--- config.mk ---
export PLATFORM = sky130hd
export DESIGN_NAME = serial_sub_add_flat
export DESIGN_NICKNAME = d
export VERILOG_FILES = /design/src/rtl/serial_sub_add_if.sv /design/src/rtl/serial_sub_add.sv /design/src/flat_wrapper.sv
export SDC_FILE = /design/constraint.sdc
export NUM_CORES = 1
export LEC_CHECK = 0
export CAP_MARGIN = 20
export CELL_PAD_IN_SITES_DETAIL_PLACEMENT = 0
export CELL_PAD_IN_SITES_GLOBAL_PLACEMENT = 1
export CORE_MARGIN = 2
export CORE_UTILIZATION = 36
export DETAILED_ROUTE_END_ITERATION = 8
export PLACE_DENSITY = 0.74
export SYNTH_ARGS = -nofsm -noshare
export SYNTH_HDL_FRONTEND = slang
export SYNTH_SLANG_ARGS = --single-unit
--- constraint.sdc ---
create_clock -name CLK -period 1.85 [get_ports CLK]
set_input_delay 0.37 -clock CLK [delete_from_list [all_inputs] [get_ports CLK]]
set_output_delay 0.37 -clock CLK [all_outputs]
set_load 0.005 [all_outputs]
--- src/rtl/serial_sub_add_if.sv ---
// rtl/serial_sub_add_if.sv - handshake and operand/result bundle for serial_sub_add
//
// Purpose: groups the request side (START, SUB_ADD, B_CIN, A, B) and the
// response side (BUSY, DONE, D_S, B_COUT) of the serial adder/subtractor.
//
// Signals:
//   START    request, sampled on the clock rise, accepted in IDLE or DONE
//   SUB_ADD  0 = add (A+B+B_CIN), 1 = subtract (A-B-B_CIN)
//   B_CIN    carry-in (add) or borrow-in (subtract)
//   A, B     WIDTH-bit operands
//   BUSY     high while an operation is running
//   DONE     one-cycle completion pulse
//   D_S      registered sum/difference, held until the next completion
//   B_COUT   registered carry-out (add) or borrow-out (subtract)
//
// Modports: master drives requests (operand side), slave is the arithmetic unit.

interface serial_sub_add_if #(
  parameter int WIDTH = 8
);
  logic             START;
  logic             SUB_ADD;
  logic             B_CIN;
  logic [WIDTH-1:0] A;
  logic [WIDTH-1:0] B;
  logic             BUSY;
  logic             DONE;
  logic [WIDTH-1:0] D_S;
  logic             B_COUT;

  modport master (
    output START,
    output SUB_ADD,
    output B_CIN,
    output A,
    output B,
    input  BUSY,
    input  DONE,
    input  D_S,
    input  B_COUT
  );

  modport slave (
    input  START,
    input  SUB_ADD,
    input  B_CIN,
    input  A,
    input  B,
    output BUSY,
    output DONE,
    output D_S,
    output B_COUT
  );
endinterface

--- src/rtl/serial_sub_add.sv ---
// rtl/serial_sub_add.sv - digit-serial WIDTH-bit adder/subtractor with START/BUSY/DONE handshake
//
// Purpose: adds or subtracts two WIDTH-bit operands DIGIT bits per clock,
// taking N = WIDTH/DIGIT RUN cycles followed by a one-cycle DONE state.
// Results are registered and held until the next completion.
//
// Parameters:
//   WIDTH  operand/result width, integer multiple of DIGIT
//   DIGIT  bits processed per clock, 1..WIDTH
//
// Ports:
//   CLK    rising-edge clock
//   RESET  asynchronous, active-high reset (aborts a running operation)
//   bus    serial_sub_add_if.slave: START/SUB_ADD/B_CIN/A/B in,
//          BUSY/DONE/D_S/B_COUT out
//
// Optional feature: define SERIAL_SUB_ADD_SAT_EN for unsigned saturation of
// D_S at completion (add overflow -> all ones, subtract underflow -> zero).
// B_COUT always reports the raw carry/borrow.

module serial_sub_add #(
  parameter int WIDTH = 8,
  parameter int DIGIT = 2
) (
  input  logic          CLK,
  input  logic          RESET,
  serial_sub_add_if.slave bus
);

  localparam int N  = WIDTH / DIGIT;
  localparam int CW = (N > 1) ? $clog2(N) : 1;

  typedef enum logic [1:0] {
    S_IDLE = 2'd0,
    S_RUN  = 2'd1,
    S_DONE = 2'd2
  } state_t;

  state_t           state_q, state_d;
  logic [WIDTH-1:0] a_q, a_d;
  logic [WIDTH-1:0] b_q, b_d;
  logic [WIDTH-1:0] res_q, res_d;
  logic [WIDTH-1:0] d_s_q, d_s_d;
  logic             sub_q, sub_d;
  logic             carry_q, carry_d;
  logic             b_cout_q, b_cout_d;
  logic [CW-1:0]    cnt_q, cnt_d;

  logic [DIGIT-1:0] dig_sum;
  logic             dig_carry;
  logic [WIDTH-1:0] res_shift;
  logic [WIDTH-1:0] final_ds;
  logic             accept;
  logic             last_digit;

  // Ripple through the DIGIT low bits of the operand shift registers,
  // starting from the running carry/borrow.
  always_comb begin
    logic c;
    c       = carry_q;
    dig_sum = '0;
    for (int i = 0; i < DIGIT; i++) begin
      dig_sum[i] = a_q[i] ^ b_q[i] ^ c;
      if (sub_q) begin
        c = (~a_q[i] & b_q[i]) | (b_q[i] & c) | (~a_q[i] & c);
      end else begin
        c = (a_q[i] & b_q[i]) | (b_q[i] & c) | (a_q[i] & c);
      end
    end
    dig_carry = c;
  end

  // New digits enter at the MSB end; after N digits the first digit has
  // reached bit 0, so the register holds the result in natural order.
  assign res_shift = (res_q >> DIGIT) | (WIDTH'(dig_sum) << (WIDTH - DIGIT));

`ifdef SERIAL_SUB_ADD_SAT_EN
  assign final_ds = dig_carry ? (sub_q ? '0 : '1) : res_shift;
`else
  assign final_ds = res_shift;
`endif

  assign accept     = ((state_q == S_IDLE) || (state_q == S_DONE)) && bus.START;
  assign last_digit = (cnt_q == CW'(N - 1));

  always_comb begin
    state_d  = state_q;
    a_d      = a_q;
    b_d      = b_q;
    res_d    = res_q;
    d_s_d    = d_s_q;
    sub_d    = sub_q;
    carry_d  = carry_q;
    b_cout_d = b_cout_q;
    cnt_d    = cnt_q;

    case (state_q)
      S_IDLE, S_DONE: begin
        if (accept) begin
          a_d     = bus.A;
          b_d     = bus.B;
          sub_d   = bus.SUB_ADD;
          carry_d = bus.B_CIN;
          res_d   = '0;
          cnt_d   = '0;
          state_d = S_RUN;
        end else if (state_q == S_DONE) begin
          state_d = S_IDLE;
        end
      end

      S_RUN: begin
        // START and operand inputs are deliberately not looked at here.
        a_d     = a_q >> DIGIT;
        b_d     = b_q >> DIGIT;
        res_d   = res_shift;
        carry_d = dig_carry;
        cnt_d   = cnt_q + CW'(1);
        if (last_digit) begin
          d_s_d    = final_ds;
          b_cout_d = dig_carry;
          state_d  = S_DONE;
        end
      end

      default: begin
        state_d = S_IDLE;
      end
    endcase
  end

  always_ff @(posedge CLK or posedge RESET) begin
    if (RESET) begin
      state_q  <= S_IDLE;
      a_q      <= '0;
      b_q      <= '0;
      res_q    <= '0;
      d_s_q    <= '0;
      sub_q    <= 1'b0;
      carry_q  <= 1'b0;
      b_cout_q <= 1'b0;
      cnt_q    <= '0;
    end else begin
      state_q  <= state_d;
      a_q      <= a_d;
      b_q      <= b_d;
      res_q    <= res_d;
      d_s_q    <= d_s_d;
      sub_q    <= sub_d;
      carry_q  <= carry_d;
      b_cout_q <= b_cout_d;
      cnt_q    <= cnt_d;
    end
  end

  assign bus.BUSY   = (state_q == S_RUN);
  assign bus.DONE   = (state_q == S_DONE);
  assign bus.D_S    = d_s_q;
  assign bus.B_COUT = b_cout_q;

endmodule
--- src/flat_wrapper.sv ---
// flat-port wrapper written by rule: the top's interface ports become plain ports
module serial_sub_add_flat 
#(
  parameter int WIDTH = 8,
  parameter int DIGIT = 2
)
  (CLK, RESET, bus_START, bus_SUB_ADD, bus_B_CIN, bus_A, bus_B, bus_BUSY, bus_DONE, bus_D_S, bus_B_COUT);
  serial_sub_add_if #(.WIDTH(WIDTH)) bus_i ();
  input  logic CLK;
  input  logic RESET;
  input wire logic [$bits(bus_i.START)-1:0] bus_START;
  input wire logic [$bits(bus_i.SUB_ADD)-1:0] bus_SUB_ADD;
  input wire logic [$bits(bus_i.B_CIN)-1:0] bus_B_CIN;
  input wire logic [$bits(bus_i.A)-1:0] bus_A;
  input wire logic [$bits(bus_i.B)-1:0] bus_B;
  output wire logic [$bits(bus_i.BUSY)-1:0] bus_BUSY;
  output wire logic [$bits(bus_i.DONE)-1:0] bus_DONE;
  output wire logic [$bits(bus_i.D_S)-1:0] bus_D_S;
  output wire logic [$bits(bus_i.B_COUT)-1:0] bus_B_COUT;
  assign bus_i.START = bus_START;
  assign bus_i.SUB_ADD = bus_SUB_ADD;
  assign bus_i.B_CIN = bus_B_CIN;
  assign bus_i.A = bus_A;
  assign bus_i.B = bus_B;
  assign bus_BUSY = bus_i.BUSY;
  assign bus_DONE = bus_i.DONE;
  assign bus_D_S = bus_i.D_S;
  assign bus_B_COUT = bus_i.B_COUT;
  serial_sub_add #(.WIDTH(WIDTH), .DIGIT(DIGIT)) u_core (.CLK(CLK), .RESET(RESET), .bus(bus_i));
endmodule
## After elaboration in Yosys (flattened, before gate mapping)

Cells that the tools add are included.

| word-level totals | value |
|---|---|
| bits in registers | 39 |
| bits of input ports | 21 |
| output and inout port bits | 11 |
| logic and storage cells | 66 |

| cells by class | value |
|---|---|
| add/subtract/negate cells | 1 |
| equal/unequal tests | 6 |
| multiplexer cells | 16 |
| bitwise logic cells | 25 |
| reduce and logical (&&, ||, !) cells | 9 |

Operator list:

| operator | number |
|---|---|
| $pmux 8 s2 | 3 |
| $mux 8 | 3 |
| $and 1x1->1 | 10 |
| $mux 2 | 4 |
| $or 1x1->1 | 8 |
| $or 6x8->8 | 1 |
| $pmux 2 s2 | 2 |
| $reduce_and 2->1 | 4 |
| $eq 2x2->1 const B | 2 |
| $ne 2x1->1 const B | 2 |
| $xor 1x1->1 | 4 |
| $mux 1 | 3 |
| $ne 3x2->1 const B | 1 |
| $add 2x1->2 const B | 1 |
| $eq 2x1->1 const B | 1 |
| $logic_not 2->1 | 1 |
| $not 1->1 | 2 |
| $pmux 1 s2 | 1 |
| $reduce_bool 2->1 | 1 |
| $reduce_or 2->1 | 1 |
| $logic_and 1x1->1 | 1 |
| $logic_or 1x1->1 | 1 |

## Depth between registers and ports, before layout

Gate-level depths: netlist (run 1).

| depth | value |
|---|---|
| word-level depth | 10 |
| mapped depth | 6 |
| depth with buffers taken out | 6 |

## Worst setup path before layout (run 1)

OpenSTA, ideal clock, no wires.

| timing path | value |
|---|---|
| path type | register to register |
| start | reg u_core.carry_q |
| end | reg u_core.d_s_q[7] (netlist: u_core.bus.D_S[7]) |
| library setup time | 0.125 ns |
| data arrival time | 1.767 ns |
| data required time | 1.725 ns |
| path slack | -0.041 ns |
| cell stages (with the launch flop) | 5 |
| path buffers | 0 |
| clock period less this slack | 1.891 ns |
| cell sequence | dfrtp_1 -> fa_1 -> mux2i_1 -> fa_1 -> mux2_2 |

| on the way | value |
|---|---|
| word-level cells in the longest chain between the ends | 6 |
| elaborated cells on any way between the ends | 10 |
| classes of those cells | mux (1); bitwise (9) |

RTL lines:

| element | line | RTL |
|---|---|---|
| from (decl) | serial_sub_add.sv:45 | `logic carry_q, carry_d;` |
| from (signal assigned) | serial_sub_add.sv:150 | `carry_q <= carry_d;` |
| $and 1x1->1 | serial_sub_add.sv:65, serial_sub_add.sv:67 |  |
| $or 1x1->1 (on tied branches) (2 in a row) | serial_sub_add.sv:67, serial_sub_add.sv:65 |  |
| $mux 1 * | serial_sub_add.sv:64 | `if (sub_q) begin` |
| $xor 1x1->1 * | serial_sub_add.sv:63 | `dig_sum[i] = a_q[i] ^ b_q[i] ^ c;` |
| net u_core.dig_sum[1] | serial_sub_add.sv:49 | `logic [DIGIT-1:0] dig_sum;` |
| $or 6x8->8 * | serial_sub_add.sv:75 | `assign res_shift = (res_q >> DIGIT) \| (WIDTH'(dig_sum) << (WIDTH - DIGIT));` |
| to (signal assigned) | serial_sub_add.sv:148 | `d_s_q <= d_s_d;` |
| to (decl) | serial_sub_add.sv:43 | `logic [WIDTH-1:0] d_s_q, d_s_d;` |

Mark *: on every way through the listed nets, which the timed path passes. The rest lies on a longest branch.
A chain may end at the register's enable or synchronous reset.

## Worst setup path after layout (run 1)

Same ends and word-level chain as after synthesis.

==> results_dict.tcl, run 1 <==
set metrics [dict create \
    grt_pass1_vias 1132 \
    syn_area_per_cell_um2 12.8 \
    rsz0062_at_grt "true" \
    drc 0 \
    cts_buffer_depth 2 \
    critical_path_required_ps 2020 \
    synth_top_area_share_pct 57.5 \
    synth-seq-cells 37 \
    syn_inst 126 \
    cp-end-kind "register" \
    gp_congestion 0.741 \
    p_leak_uw 0.000917 \
    n_fill_cell 411 \
    antenna_cells 0 \
    power_frac_comb_pct 45.9 \
    drt_iter0_drc 71 \
    hold_end "u_core.bus.B_COUT" \
    synth_area_mm2 0.00161 \
    synth_top_area_cell "dfrtp_1" \
    cts_sinks 37 \
    finalCritPeriodShare_pct 99.6 \
    holdPathStages 2 \
    hold_buffers 0 \
    min_from "u_core.bus.B_COUT" \
    final_area_mm2 0.00206 \
    fmax_ghz 0.543 \
    hp-class "register to register" \
    track_usage_pct 14.3 \
    timing.rr.start "u_core.carry_q" \
    layout_min_cycle_time_ps 1840 \
    relSlewSlack_pct 68.2 \
    grt_max_degree 38 \
    grt_pass1_wl_um 5530 \
    maxCapViolations 0 \
    r2r_slack_ps 8 \
    worstMarginPinSlew_ps 478 \
    fin_cells 214 \
    switchingPower_uw 1300 \
    intPower_uw 2360 \
    antenna_found_initial 0 \
    final_hold_viol_count 0 \
    num_vias 1082 \
    crit_type "register to register" \
    die_area_mm2 0.00503 \
    drtPass1Iterations 4 \
    finalWirelength_um 3170 \
    crit_family "adder cells" \
    critPathBufInv 0 \
    core_mm2 0.00432 \
    synth-warning-count 0 \
    cts_root_buf "clkbuf_8" \
    io_pins 32 \
    p_clk_share_pct 14.4 \
    slowest_delay_ps 450 \
    rr_endpoint "u_core.bus.D_S[7]" \
    die_h_um 70.9 \
    cp.arrival_ps 2010 \
    postCtsSetupBuffers 0 \
    vias_per_cell 5.06 \
    dp_cells 206 \
    fin_skew_ps 3.33 \
    ys_top_cells_by_area "dfrtp_1 57%, mux2_2 6.3%, a22o_1 6.0%" \
    slew_viol_final 0 \
    ir_drop_v 0.000532 \
    die_w_um 70.9 \
    place_area_mm2 0.00196 \
    reg2reg_depth 4 \
    seqPwrFrac_pct 39.8 \
    swShare_pct 35.6 \
    grt_overflow 0 \
    dp_hpwl_um 2120 \
    path_cells "fa_2 -> mux2i_4 -> fa_1 -> mux2_2" \
    num_rows 24 \
    syn2layout_area_growth_pct 28.1 \
    run_status "finished, final reports clean" \
    ys_seq_area_share_pct 57.5 \
    postRouteAntennaNets 0 \
    cp-start-kind "register" \
    layout-drive-gt1-share_pct 16.7 \
    cp_slowest_cell "fa_1" \
    post-route-util_pct 47.7 \
    ys_types 24 \
    start_util_pct 37.3 \
    clk_latency_ps 280 \
    nNetsFinal 187 \
    cts_tree "built" \
    powerDensity_mw_per_mm2 1770 \
    clkSlewWorstSetupHoldPaths_ps 60 \
    cp_max_fo 3 \
    synth_nets 152 \
    htree_levels 2 \
    port_buffers 31 \
    cts_buffers 5 \
    routedWlPerCell_um 14.8 \
    setup_viol 0 \
]
==> registers in the layout, indices dropped and copies added (netlist names) <==
name,flops
u_core.a_q,8
u_core.b_q,8
u_core.bus.D_S,8
u_core.res_q,6
u_core.cnt_q,2
u_core.state_q,2
u_core.bus.B_COUT,1
u_core.carry_q,1
u_core.sub_q,1
==> timing repair <==
action / in CTS / in global routing
pin swaps: 1 / 1
endpoints found under the setup margin: 2 / 3
resized for setup: 4 / 1
==> worst max-delay path by stage <==
| stage | startpoint | to | slack, ps | cells past startpoint |
|---|---|---|---|---|
| after floorplan | u_core.carry_q | u_core.bus.D_S[7] | 8 | 4 |
| after global placement | u_core.carry_q | u_core.bus.D_S[7] | -20 | 4 |
| after detailed placement | u_core.b_q[0] | u_core.bus.D_S[7] | -50 | 4 |
| after CTS | u_core.carry_q | u_core.bus.D_S[7] | 5 | 4 |
| after global routing | u_core.carry_q | u_core.bus.D_S[7] | -70 | 4 |
| final | u_core.carry_q | u_core.bus.D_S[7] | 8 | 4 |
==> placed cells by master (no fill, tap or decap), drive strengths merged <==
master	synthesis	routed
o21ai	3	3
a21oi	3	3
nand3	1	1
dfrtp	37	37
dlymetal6s2s	0	1
a22o	11	11
and2b	2	2
fa	4	4
nor3	9	9
ha	1	1
mux2	9	9
clkdlybuf4s50	0	30
inv	6	6
buf	8	5
clkbuf	0	8
o22ai	12	12
nand2	4	4
nand2b	2	2
mux2i	3	3
nand3b	1	1
nor2	10	10
==> worst register-to-register path: cells and delay by family (launching register included) <==
family,cells,cell delay (ps)
adder cells (fa/ha/maj),2,870
multiplexers,2,440
flip-flops,1,430
==> power groups by stage <==
stage	sequential [µW]	clock, µW	combinational (µW)
after CTS	1460	550	1720
after floorplan	1410	0	1240
after detailed placement	1460	0	1670
after global routing	1500	595	1900
final	1460	525	1680
after global placement	1440	0	1640
==> metal layers <==
metal	part of all wire (%)	track usage, %	up-vias
met5	0	0	-
met4	0.57	4.40	0
met3	6.3	5.27	2
met2	47	21.9	35
met1	46	18.9	529
li1	-	-	516
==> cell type report <==
type | instances | area, µm² | area share (%)
tap | 52 | 65.1 | 3.15
timing repair buffer | 36 | 350 | 17.0
sequential | 37 | 927 | 44.9
clock buffer | 8 | 80.1 | 3.88
multi-input combinational | 75 | 607 | 29.4
inverter | 6 | 35.0 | 1.70
==> per-stage QoR <==
step | power (µW) | TNS (ps) | setup slack (ps) | hold slack [ps]
global placement | 3070 | -21.6 | -21.6 | 473
floorplan | 2650 | 0 | 7.73 | 462
global route | 3990 | -99.9 | -65.7 | 528
finish | 3660 | 0 | 8.29 | 488
detailed placement | 3130 | -46.4 | -46.4 | 481
CTS | 3730 | 0 | 4.83 | 496
==> Yosys cell counts <==
cell	instances
nand3_1	1
and2b_1	1
nand2b_1	2
ha_1	1
mux2i_1	3
fa_1	4
buf_2	1
nor2_8	1
inv_1	5
nor2_1	9
a22o_1	11
o21ai_0	3
nand2_1	4
nor3_1	9
dfrtp_1	37
and2b_4	1
nand3b_1	1
inv_12	1
buf_8	1
mux2_2	9
o22ai_1	12
a21oi_1	3
buf_4	5
buf_6	1
==> logic make-up after synthesis <==
kind of cell / share of synthesized area [%]
adder cells (fa/ha/maj): 5.75
flip-flops: 57.5
AND/OR/NAND/NOR: 9.70
multiplexers: 8.15
buffers and inverters: 6.44
AO/OA/AOI/OAI: 12.5
Note: power is estimated with default switching activity, not from simulation.
==> inputs of run 2 (changes only) <==
--- a/config.mk
+++ b/config.mk
@@ -12,6 +12,7 @@
 export CORE_UTILIZATION = 36
 export DETAILED_ROUTE_END_ITERATION = 8
 export PLACE_DENSITY = 0.74
+export SKIP_LAST_GASP = 1
 export SYNTH_ARGS = -nofsm -noshare
 export SYNTH_HDL_FRONTEND = slang
 export SYNTH_SLANG_ARGS = --single-unit
==> results of run 2 <==
Final layout, timing and power as in run 1 (identical DEF).
==> inputs of run 3 (changes only) <==
--- a/config.mk
+++ b/config.mk
@@ -8,10 +8,11 @@
 export CAP_MARGIN = 20
 export CELL_PAD_IN_SITES_DETAIL_PLACEMENT = 0
 export CELL_PAD_IN_SITES_GLOBAL_PLACEMENT = 1
-export CORE_MARGIN = 2
-export CORE_UTILIZATION = 36
+export CORE_UTILIZATION = 38
+export CTS_BUF_LIST = sky130_fd_sc_hd__clkbuf_2 sky130_fd_sc_hd__clkbuf_4 sky130_fd_sc_hd__clkbuf_8
 export DETAILED_ROUTE_END_ITERATION = 8
-export PLACE_DENSITY = 0.74
+export PLACE_DENSITY = 0.77
+export SETUP_SLACK_MARGIN = 0.15
 export SKIP_LAST_GASP = 1
 export SYNTH_ARGS = -nofsm -noshare
 export SYNTH_HDL_FRONTEND = slang
==> run 3 against run 2 <==
  * The flow now finishes with violations (negative setup slack)
  * Power is 5.9% higher
  * Worst hold slack hardly changed
  * First-iteration DRC count is 38% lower
  * Sequential power hardly changed
  * Clock power is 8.6% higher
  * Largest cell class unchanged
==> results_dict.tcl, run 3 (synthesis gave the netlist of run 1 again) <==
set metrics [dict create \
    r2r_slack_ps -10 \
    antenna_cells 0 \
    cp-end-kind "register" \
    cp_slowest_cell "dfrtp_1" \
    power_uw 3870 \
    relSlewSlack_pct 60.9 \
    cp-start-kind "register" \
    clk_latency_ps 280 \
    worstMarginPinSlew_ps 585 \
    setup_ws_ps -14.0 \
    critPathBufInv 3 \
    cp.arrival_ps 2070 \
    cts_tree "built" \
    switchingPower_uw 1360 \
    p_clk_share_pct 14.7 \
    cts_root_buf "clkbuf_8" \
    path_cells "inv_2 -> fa_2 -> mux2i_4 -> buf_4 -> buf_6 -> fa_1 -> mux2_4 -> mux2i_1" \
    holdPathStages 2 \
    powerDensity_mw_per_mm2 1840 \
    antenna_found_initial 0 \
    crit_family "adder cells" \
    crit_type "register to register" \
    track_usage_pct 17.4 \
    dp_hpwl_um 2110 \
    layout_min_cycle_time_ps 1860 \
    cp-startpoint "u_core.a_q[0]" \
    cp_max_fo 2 \
    grt_overflow 0 \
    finalWirelength_um 3230 \
    holdWs_ps 488 \
    htree_levels 2 \
    layout-drive-gt1-share_pct 20.6 \
    timing.rr.start "u_core.a_q[0]" \
    slowest_delay_ps 410 \
    die_area_mm2 0.00451 \
    swShare_pct 35.2 \
    finalCritPeriodShare_pct 101 \
    hold_end "u_core.bus.B_COUT" \
    maxCapViolations 0 \
    power_frac_comb_pct 47.6 \
    final_hold_viol_count 0 \
    die_w_um 67.1 \
    cts_buffers 5 \
    grt_max_degree 38 \
    cts_buffer_depth 2 \
    layout_commonest_cell "dfrtp_1" \
    vias_per_cell 5.21 \
    syn2layout_area_growth_pct 31.0 \
    start_util_pct 40.0 \
    setup_viol 2 \
    run_status "finished, violations left" \
    drc 0 \
    drtPass1Iterations 4 \
    slew_viol_final 0 \
    rr_endpoint "u_core.carry_q" \
    port_buffers 31 \
    hold_buffers 0 \
    nNetsFinal 191 \
    fmax_ghz 0.536 \
    seqPwrFrac_pct 37.7 \
    min_from "u_core.bus.B_COUT" \
    p_leak_uw 0.000956 \
    hp-class "register to register" \
    pre_cts_slack_ps -60.5 \
    drt_iter0_drc 44 \
    ir_drop_v 0.000834 \
    intPower_uw 2510 \
    core_mm2 0.00403 \
    n_fill_cell 369 \
    die_h_um 67.1 \
    layout_common_cells "37 x dfrtp_1, 29 x clkdlybuf4s50_1, 12 x o22ai_1, 11 x a22o_1" \
    rsz0062_at_grt "true" \
    clkSlewWorstSetupHoldPaths_ps 70 \
    grt_pass1_vias 1210 \
    grt_pass1_wl_um 5620 \
    violations "negative setup slack" \
    io_pins 32 \
    reg2reg_depth 8 \
    gp_congestion 0.783 \
    postRouteAntennaNets 0 \
    num_vias 1121 \
    cts_sinks 37 \
    critical_path_required_ps 2060 \
    routedWlPerCell_um 15.0 \
    fin_skew_ps 3.58 \
    num_rows 23 \
]
-- run 3: worst max path at each step --
stage	endpoint	slack [ps]	cells past startpoint
after floorplan	u_core.bus.D_S[7]	8	4
after global placement	u_core.bus.D_S[7]	-20	4
final	u_core.carry_q	-10	8
after detailed placement	u_core.bus.D_S[7]	-60	4
after global routing	u_core.bus.D_S[7]	-80	4
after CTS	u_core.bus.D_S[7]	-10	5
-- run 3: power groups by stage --
stage          combinational (µW)  sequential [µW]  clock, µW
2_1_floorplan                1240             1410          0
3_3_place_gp                 1620             1430          0
3_5_place_dp                 1660             1460          0
4_1_cts                      1790             1460        582
5_1_grt                      2050             1510        631
6_report                     1850             1460        570
-- run 3: routing by layer --
layer | track usage, % | vias to the layer above | wire, µm
met5 | 0 | - | 0
met4 | 8.78 | 0 | 14
met3 | 4.28 | 2 | 146
met2 | 29.0 | 31 | 1630
met1 | 20.8 | 562 | 1440
li1 | - | 526 | -
-- run 3: timing repair --
action / 4_1_cts / 5_1_grt
resized for setup: 5 / 5
endpoints found under the hold margin: 0 / 0
pin swaps: 3 / 3
buffers inserted: 3 / 2
setup endpoints to repair: 6 / 5
-- run 3: final cells by class --
cell class | count | area (µm²) | share of cell area (%)
Timing Repair Buffer | 40 | 383 | 18.1
Multi-Input combinational cell | 75 | 614 | 29.1
Inverter | 6 | 35.0 | 1.66
Tap cell | 50 | 62.6 | 2.96
Clock buffer | 7 | 90.1 | 4.27
Sequential cell | 37 | 926 | 43.9
-- run 3: per-stage QoR --
step / instances / TNS [ps] / instance area [µm²] / utilization (%)
final: 215 / -16.9 / 2110 / 52.4
after global routing: 215 / -231 / 2110 / 52.4
after CTS: 213 / -14.9 / 2080 / 51.7
after detailed placement: 203 / -86.3 / 1950 / 48.5
after global placement: 203 / -19.2 / 1950 / 48.5
after floorplan: 126 / 0 / 1620 / -
-- run 3: worst reg2reg max path, delay by kind of cell, from the launching register on --
kind,cells,cell delay (ps)
multiplexers,3,490
buffers and inverters,3,320
adder cells (fa/ha/maj),2,570
flip-flops,1,410
